**src/rtl/qbus_dma_arbiter.sv**
```systemverilog
// Q-bus DMA arbiter: synchronises per-device DMR, holds the core off the bus and grants one DMGO.
// Define CONFIG_QBUS_DMA_RR_EN for round-robin arbitration; otherwise index 0 has fixed priority.
module qbus_dma_arbiter #(
    parameter int unsigned NREQ   = 4,
    parameter int unsigned GNT_TO = 255
) (
    input  logic            pin_clk,
    input  logic            pin_rst_n,
    input  logic [NREQ-1:0] pin_dmr_n,
    input  logic            pin_sack_n,
    input  logic            pin_sync_n,
    input  logic            pin_rply_n,
    output logic [NREQ-1:0] pin_dmgo_n,
    output logic            cpu_hold,
    output logic [2:0]      gnt_idx,
    output logic            gnt_tout
);

    typedef enum logic [2:0] {StIdle, StHold, StGrant, StMaster, StRelease} state_e;

    state_e          state;
    logic [7:0]      timer;
    logic [NREQ-1:0] dmr_meta, dmr_sync;
    logic            sack_meta, sack_sync;
    logic [NREQ-1:0] req;
    logic            sack;
    logic            bus_idle;
    logic [2:0]      win_idx;
    logic [NREQ-1:0] win_onehot;

    // DMR and SACK come from other clock domains; reset to the inactive (high) level.
    always_ff @(posedge pin_clk or negedge pin_rst_n) begin
        if (!pin_rst_n) begin
            dmr_meta  <= '1;
            dmr_sync  <= '1;
            sack_meta <= 1'b1;
            sack_sync <= 1'b1;
        end else begin
            dmr_meta  <= pin_dmr_n;
            dmr_sync  <= dmr_meta;
            sack_meta <= pin_sack_n;
            sack_sync <= sack_meta;
        end
    end

    assign req      = ~dmr_sync;
    assign sack     = ~sack_sync;
    assign bus_idle = pin_sync_n & pin_rply_n & ~sack;

`ifdef CONFIG_QBUS_DMA_RR_EN
    logic [2:0]        rr_ptr;
    logic [2*NREQ-1:0] req_dbl;
    logic [NREQ-1:0]   req_rot;
    logic [2:0]        rot_off;
    logic [3:0]        cand;

    // Rotate so the pointer position sits at bit 0, then take the lowest set bit.
    always_comb begin
        req_dbl = {req, req} >> rr_ptr;
        req_rot = req_dbl[NREQ-1:0];
        rot_off = '0;
        for (int i = int'(NREQ) - 1; i >= 0; i--) begin
            if (req_rot[i]) rot_off = i[2:0];
        end
        cand = {1'b0, rr_ptr} + {1'b0, rot_off};
        if (cand >= 4'(NREQ)) cand = cand - 4'(NREQ);
        win_idx = cand[2:0];
    end
`else
    always_comb begin
        win_idx = '0;
        for (int i = int'(NREQ) - 1; i >= 0; i--) begin
            if (req[i]) win_idx = i[2:0];
        end
    end
`endif

    assign win_onehot = NREQ'(1) << win_idx;

    always_ff @(posedge pin_clk or negedge pin_rst_n) begin
        if (!pin_rst_n) begin
            state      <= StIdle;
            pin_dmgo_n <= '1;
            cpu_hold   <= 1'b0;
            gnt_idx    <= '0;
            gnt_tout   <= 1'b0;
            timer      <= '0;
`ifdef CONFIG_QBUS_DMA_RR_EN
            rr_ptr     <= '0;
`endif
        end else begin
            gnt_tout <= 1'b0;
            unique case (state)
                StIdle: begin
                    if (|req) begin
                        state    <= StHold;
                        cpu_hold <= 1'b1;
                    end
                end
                StHold: begin
                    if (~|req) begin
                        state <= StRelease;
                    end else if (bus_idle) begin
                        state      <= StGrant;
                        gnt_idx    <= win_idx;
                        timer      <= '0;
                        pin_dmgo_n <= ~win_onehot;
                    end
                end
                StGrant: begin
                    timer <= timer + 8'd1;
                    if (sack) begin
                        state      <= StMaster;
                        pin_dmgo_n <= '1;
`ifdef CONFIG_QBUS_DMA_RR_EN
                        rr_ptr <= ({1'b0, gnt_idx} + 4'd1 >= 4'(NREQ)) ? 3'd0 : gnt_idx + 3'd1;
`endif
                    end else if (~|(req & ~pin_dmgo_n)) begin
                        // The granted device dropped its request before acknowledging.
                        state      <= StRelease;
                        pin_dmgo_n <= '1;
                    end else if (timer == 8'(GNT_TO - 1)) begin
                        state      <= StRelease;
                        pin_dmgo_n <= '1;
                        gnt_tout   <= 1'b1;
                    end
                end
                StMaster: begin
                    if (!sack) state <= StRelease;
                end
                StRelease: begin
                    state    <= StIdle;
                    cpu_hold <= 1'b0;
                end
                default: begin
                    state      <= StIdle;
                    pin_dmgo_n <= '1;
                    cpu_hold   <= 1'b0;
                end
            endcase
        end
    end

endmodule

```
**config.mk**
```make
export PLATFORM = sky130hd
export DESIGN_NAME = qbus_dma_arbiter
export DESIGN_NICKNAME = d
export VERILOG_FILES = /design/src/rtl/qbus_dma_arbiter.sv
export SDC_FILE = /design/constraint.sdc
export NUM_CORES = 1
export LEC_CHECK = 0
export CAP_MARGIN = 20
export CORE_MARGIN = 2
export CORE_UTILIZATION = 53
export DETAILED_ROUTE_END_ITERATION = 16
export PLACE_DENSITY = 0.89
export SLEW_MARGIN = 0
export SYNTH_ARGS = -nofsm -noshare
export SYNTH_HDL_FRONTEND = slang
export SYNTH_SLANG_ARGS = --single-unit
```
**constraint.sdc**
```tcl
create_clock -name pin_clk -period 2.5 [get_ports pin_clk]
set_input_delay 0.25 -clock pin_clk [delete_from_list [all_inputs] [get_ports pin_clk]]
set_output_delay 0.25 -clock pin_clk [all_outputs]
set_load 0.02 [all_outputs]
```
# --- After elaboration in Yosys (flattened, before gate mapping) ---
# Index checks and enable logic that the tools add are counted.
word_totals:
  inputBits: 9
  word_cells: 69
  register_bits: 30
  out_inout_bits: 9
op_classes:
  mux: 27
  n_bitwise: 8
  n_reduce_logical: 11
  eq_ne: 11
  shift: 1
  add_sub_neg: 1
op_table:
  columns: ["cell", "count"]
  rows:
  - ["3-bit 2-to-1 mux", 10]
  - ["4-bit 2-to-1 mux", 5]
  - ["8-bit 2-to-1 mux", 2]
  - ["8-bit case mux with 2 select lines", 1]
  - ["4-bit NOT", 3]
  - ["3-bit case mux with 4 select lines", 1]
  - ["4-bit case mux with 3 select lines", 1]
  - ["8-bit by 1-bit adder with 8-bit output, second input constant", 1]
  - ["8-bit equality test, second input constant", 1]
  - ["2-bit inequality test, second input constant", 4]
  - ["4-bit AND reduction", 2]
  - ["4-bit OR reduction", 2]
  - ["3-bit by 2-bit equality test with 1-bit output, second input constant", 2]
  - ["3-bit AND reduction", 2]
  - ["3-bit OR reduction", 2]
  - ["1-bit 2-to-1 mux", 5]
  - ["4-bit AND", 1]
  - ["4-bit inequality test, second input constant", 1]
  - ["1-bit by 3-bit left shift with 4-bit output, first input constant", 1]
  - ["3-bit by 1-bit equality test with 1-bit output, second input constant", 1]
  - ["3-bit equality test, second input constant", 1]
  - ["3-bit zero test", 1]
  - ["3-bit inequality test, second input constant", 1]
  - ["1-bit AND", 2]
  - ["other kinds (5)", 6]

# --- Logic depth before layout (Yosys ltp) ---
logic_depth:
  ltp_word: 10
  ltp_mapped: 7
  mapped_depth_nobuf: 7

# --- Worst setup path before layout ---
# No wires, ideal clock.
synth_timing:
  path_kind: "reg-to-reg"
  start: "register pin_dmgo_n[2]"
  end: "register state[1]"
  setup_time_ns: 0.125
  stages_incl_launch_ff: 6
  arrival_ns: 1.690
  path_buffers: 0
  t_required_ns: 2.375
  slack_ns: 0.685
  period_less_slack_ns: 1.815
  cell_sequence: "dfstp_2 o22ai_1 o211ai_1 nor2_1 a2111oi_1 mux2_2"
synth_between:
  elab_chain_len: 6
  word_cells_on_any_way: 8
  cone_classes: "eq/ne (1); mux (3); bitwise (2); reduce/logical (2)"
synth_rtl:
  columns: ["item", "line", "text"]
  rows:
  - ["from (decl)", "13", "output logic [NREQ-1:0] pin_dmgo_n,"]
  - ["from (signal assigned)", "107", "pin_dmgo_n <= ~win_onehot;"]
  - ["4-bit NOT (*)", "118", "end else if (~|(req & ~pin_dmgo_n)) begin"]
  - ["4-bit AND (*)", "118", null]
  - ["4-bit OR reduction (*)", "118", null]
  - ["3-bit 2-to-1 mux", "118", null]
  - ["3-bit 2-to-1 mux", "112", "if (sack) begin"]
  - ["3-bit case mux with 4 select lines", "93", "unique case (state)"]
  - ["to (signal assigned)", "96", "state <= StHold;"]
  - ["to (signal assigned)", "113", "state <= StMaster;"]
  - ["to (signal assigned)", "120", "state <= StRelease;"]
  - ["to (decl)", "21", "state_e state;"]
# Mark *: on every way between the ends. The rest lies on a longest branch, timed or not.
# A chain may end at the register's enable or synchronous reset.

# --- Final worst setup path ---
layout_timing:
  start: "register dmr_sync[1]"
  end: "register state[1]"
layout_between:
  elab_chain_len: 6
  word_cells_on_any_way: 12
  cone_classes: "eq/ne (3); mux (4); bitwise (2); reduce/logical (3)"
layout_rtl:
  columns: ["item", "line", "text"]
  rows:
  - ["from (decl)", "23", "logic [NREQ-1:0] dmr_meta, dmr_sync;"]
  - ["from (signal assigned)", "40", "dmr_sync <= dmr_meta;"]
  - ["4-bit NOT (*)", "46", "assign req = ~dmr_sync;"]
  - ["4-bit AND", "118", null]
  - ["4-bit OR reduction", "118", null]
  - ["3-bit 2-to-1 mux", "118", null]
  - ["3-bit 2-to-1 mux", "112", null]
  - ["3-bit case mux with 4 select lines", "93", null]
# Marked as above.

==> run metrics <==
Hold Buf Count CTS 0; post-layout net count 146; instance count on the critical path 5; Worst Skew 0.01280 ns; top-area cell type share of the netlist area 0.2868; Ports 18; CTS tree built; synth unique cells 36; Worst path slowest cell dfstp_2; Mapped Area 0.001309 mm²; Worst-path clk slew 0.09 ns; CTS Sinks 29; die height 53.69 µm; Initial Util 0.5431; routed len/inst 13.33 µm; clock root cell clkbuf_4; via count 952; static leakage 0.6514 nW; Final period util 0.7810; CTS buffer count 5; status complete, no violations; worst path cell trace o22ai_1 > o211ai_1 > nor2_1 > a2111oi_1 > mux2_2; leading area contributor after synthesis dfrtp_1; Total Routing Usage GR 0.1859; crit path max fanout 6; critical path capture point type register; setup tns final 0 ns; drt first-iter violations 16; worst skew pair latency 0.32 ns; area delta synth->final 16.35%; vias per inst 5.735; Peak Freq 512.2 MHz; Slew @ Worst Pin 0.5063 ns; dpl cells 158; gpl congestion 0.8222; RSZ-0062 raised after global routing false; maximum vdd drop 0.6381 mV; Resized Gates After CTS 0; Net Count, Synth 128; Final min period 1.952 ns; gr ovfl total 0; Syn Inst Count 117; CP bufs+invs 0; row count 18; final instance area 0.001523 mm²; final hold violation count 0; H-tree depth 2; Async SR Flop Fraction 1.000; sequential-to-total area share from yosys stat 0.5679; layout cell share with drive strength beyond 1 0.2132; WS Path Type reg2reg; DP Wirelength 1.616 mm; final setup vio count 0; Layout Cells excl Fill 166; CP peak stage delay 0.57 ns; dpl cell area 0.001464 mm²; syn avg cell area 11.19 µm²; final design utilization 0.6319; total length of routed wires 2.213 mm; required time worst endpoint 2.70 ns; Seq cells post-synth 29; commonest non-fill, non-tap cell in the layout clkdlybuf4s50_1; drt drc 0; pin count of the biggest net entering global routing 30; first-pass GRT wire length 3.781 mm; Pre-Repair DR Iteration Count 5; Die Width 53.69 µm; Diodes inserted 0; core box area 0.002410 mm²; Synth Flop Type dfrtp_1; Startpoint Class register; Die ar. 0.002883 mm²; Rel. slew slack 0.6616; Post-CTS Setup Inserts 0; Synth warnings 0; worst hold path type in2async; initial antenna violation count 0; maximum clock path buffer count 2; R2R cell count 5; cell family with most CP delay compound AO/OA/AOI/OAI gates; number of flops mapped to enable cells by yosys 0; P per Cell Area 1031 mW/mm²; MaxCap Viol Count 0; number of global-route vias before repair 877; Max Slew Vio Count 0; most frequent cells in the layout 16 x clkdlybuf4s50_1, 15 x dfrtp_1, 14 x dfstp_2; port bufs 16; post-route ant nets 0; most area-consuming cells after synthesis dfrtp_1 29%, dfstp_2 28%, nand2_1 2.6%; crit path DAT 2.15 ns
[flip-flops by register name (all words and copies together) (netlist names)]
register    count
dmr_meta        4
pin_dmgo_n      4
sack_meta       1
sack_sync       1
gnt_tout        1
timer           8
dmr_sync        4
state           3
gnt_idx         2
cpu_hold        1
[cells by family (layout without fill, tap and decap cells)]
| group | Yosys count | count (layout) | share of synthesized area |
|---|---|---|---|
| AOI/OAI and AO/OA | 23 | 23 | 0.1138 |
| xor gates and xnor gates | 2 | 2 | 0.01339 |
| adders and majority gates | 2 | 2 | 0.01912 |
| buffers and inverters | 11 | 30 | 0.05258 |
| DFF | 29 | 29 | 0.5679 |
| muxes | 6 | 6 | 0.04876 |
| other | 1 | 1 | 0.002865 |
| and+or+nand+nor | 43 | 43 | 0.1817 |
[synth_stat cells, drive strengths merged, types with 4 or more instances]
master and n:
nor2 7, nand3 6, o21ai 7, a21oi 5, dfrtp 15, inv 5
buf 4, nor3 6, dfstp 14, nand2 9
[path summary, 6_finish.rpt]
kind	slack, ns	from	end
worst max-delay path	0.55	dmr_sync[1]$_DFF_PN1_	state[1]$_DFFE_PN0P_
worst min-delay path	0.32	pin_rst_n	timer[4]$_DFFE_PN0P_
worst max register to register	0.55	dmr_sync[1]$_DFF_PN1_	state[1]$_DFFE_PN0P_
worst min register to register	0.35	dmr_meta[2]$_DFF_PN1_	dmr_sync[2]$_DFF_PN1_
max in group asynchronous	1.87	pin_rst_n	dmr_meta[2]$_DFF_PN1_
min in group pin_clk	0.34	pin_sack_n	sack_meta$_DFF_PN1_
[power by group]
| part | switching [mW] | internal (mW) | leakage (nW) |
|---|---|---|---|
| Sequential | 0.154 | 0.620 | 0.339 |
| Clock | 0.144 | 0.139 | 0.0326 |
| Combinational | 0.246 | 0.267 | 0.280 |
| Total | 0.544 | 1.03 | 0.651 |
[worst reg2reg max path, delay by kind of cell, from the launching register on]
family | cells | cell delay [ns]
AO/OA/AOI/OAI | 3 | 0.80
AND/OR/NAND/NOR | 1 | 0.09
multiplexers | 1 | 0.39
flip-flops | 1 | 0.57
[routing by layer]
| metal | up-vias | track usage | part of all wire |
|---|---|---|---|
| met4 | 0 | 0.06410 | 0.014 |
| met2 | 29 | 0.2947 | 0.51 |
| met5 | - | 0 | 0 |
| met3 | 4 | 0.08056 | 0.053 |
| li1 | 459 | - | - |
| met1 | 460 | 0.2255 | 0.42 |
[area by class of cell]
| cell class | instances | area, µm² |
|---|---|---|
| inverters | 5 | 18.77 |
| fillers | 176 | 887.1 |
| flip-flops and latches | 29 | 743.2 |
| multi-input cells | 77 | 496.7 |
| well taps | 30 | 37.54 |
| clock buffers | 8 | 58.81 |
| repair buffers | 17 | 167.7 |
[stage by stage]
step / setup WS, ns / hold slack [ns] / power, mW
floorplan: 0.6848 / -0.04559 / 1.156
CTS: 0.5425 / 0.3199 / 1.585
global route: 0.4066 / 0.3184 / 1.692
detailed placement: 0.5315 / 0.3481 / 1.299
finish: 0.5476 / 0.3163 / 1.569
global placement: 0.5945 / 0.3459 / 1.268
Note: power is estimated with default switching activity, not from simulation.
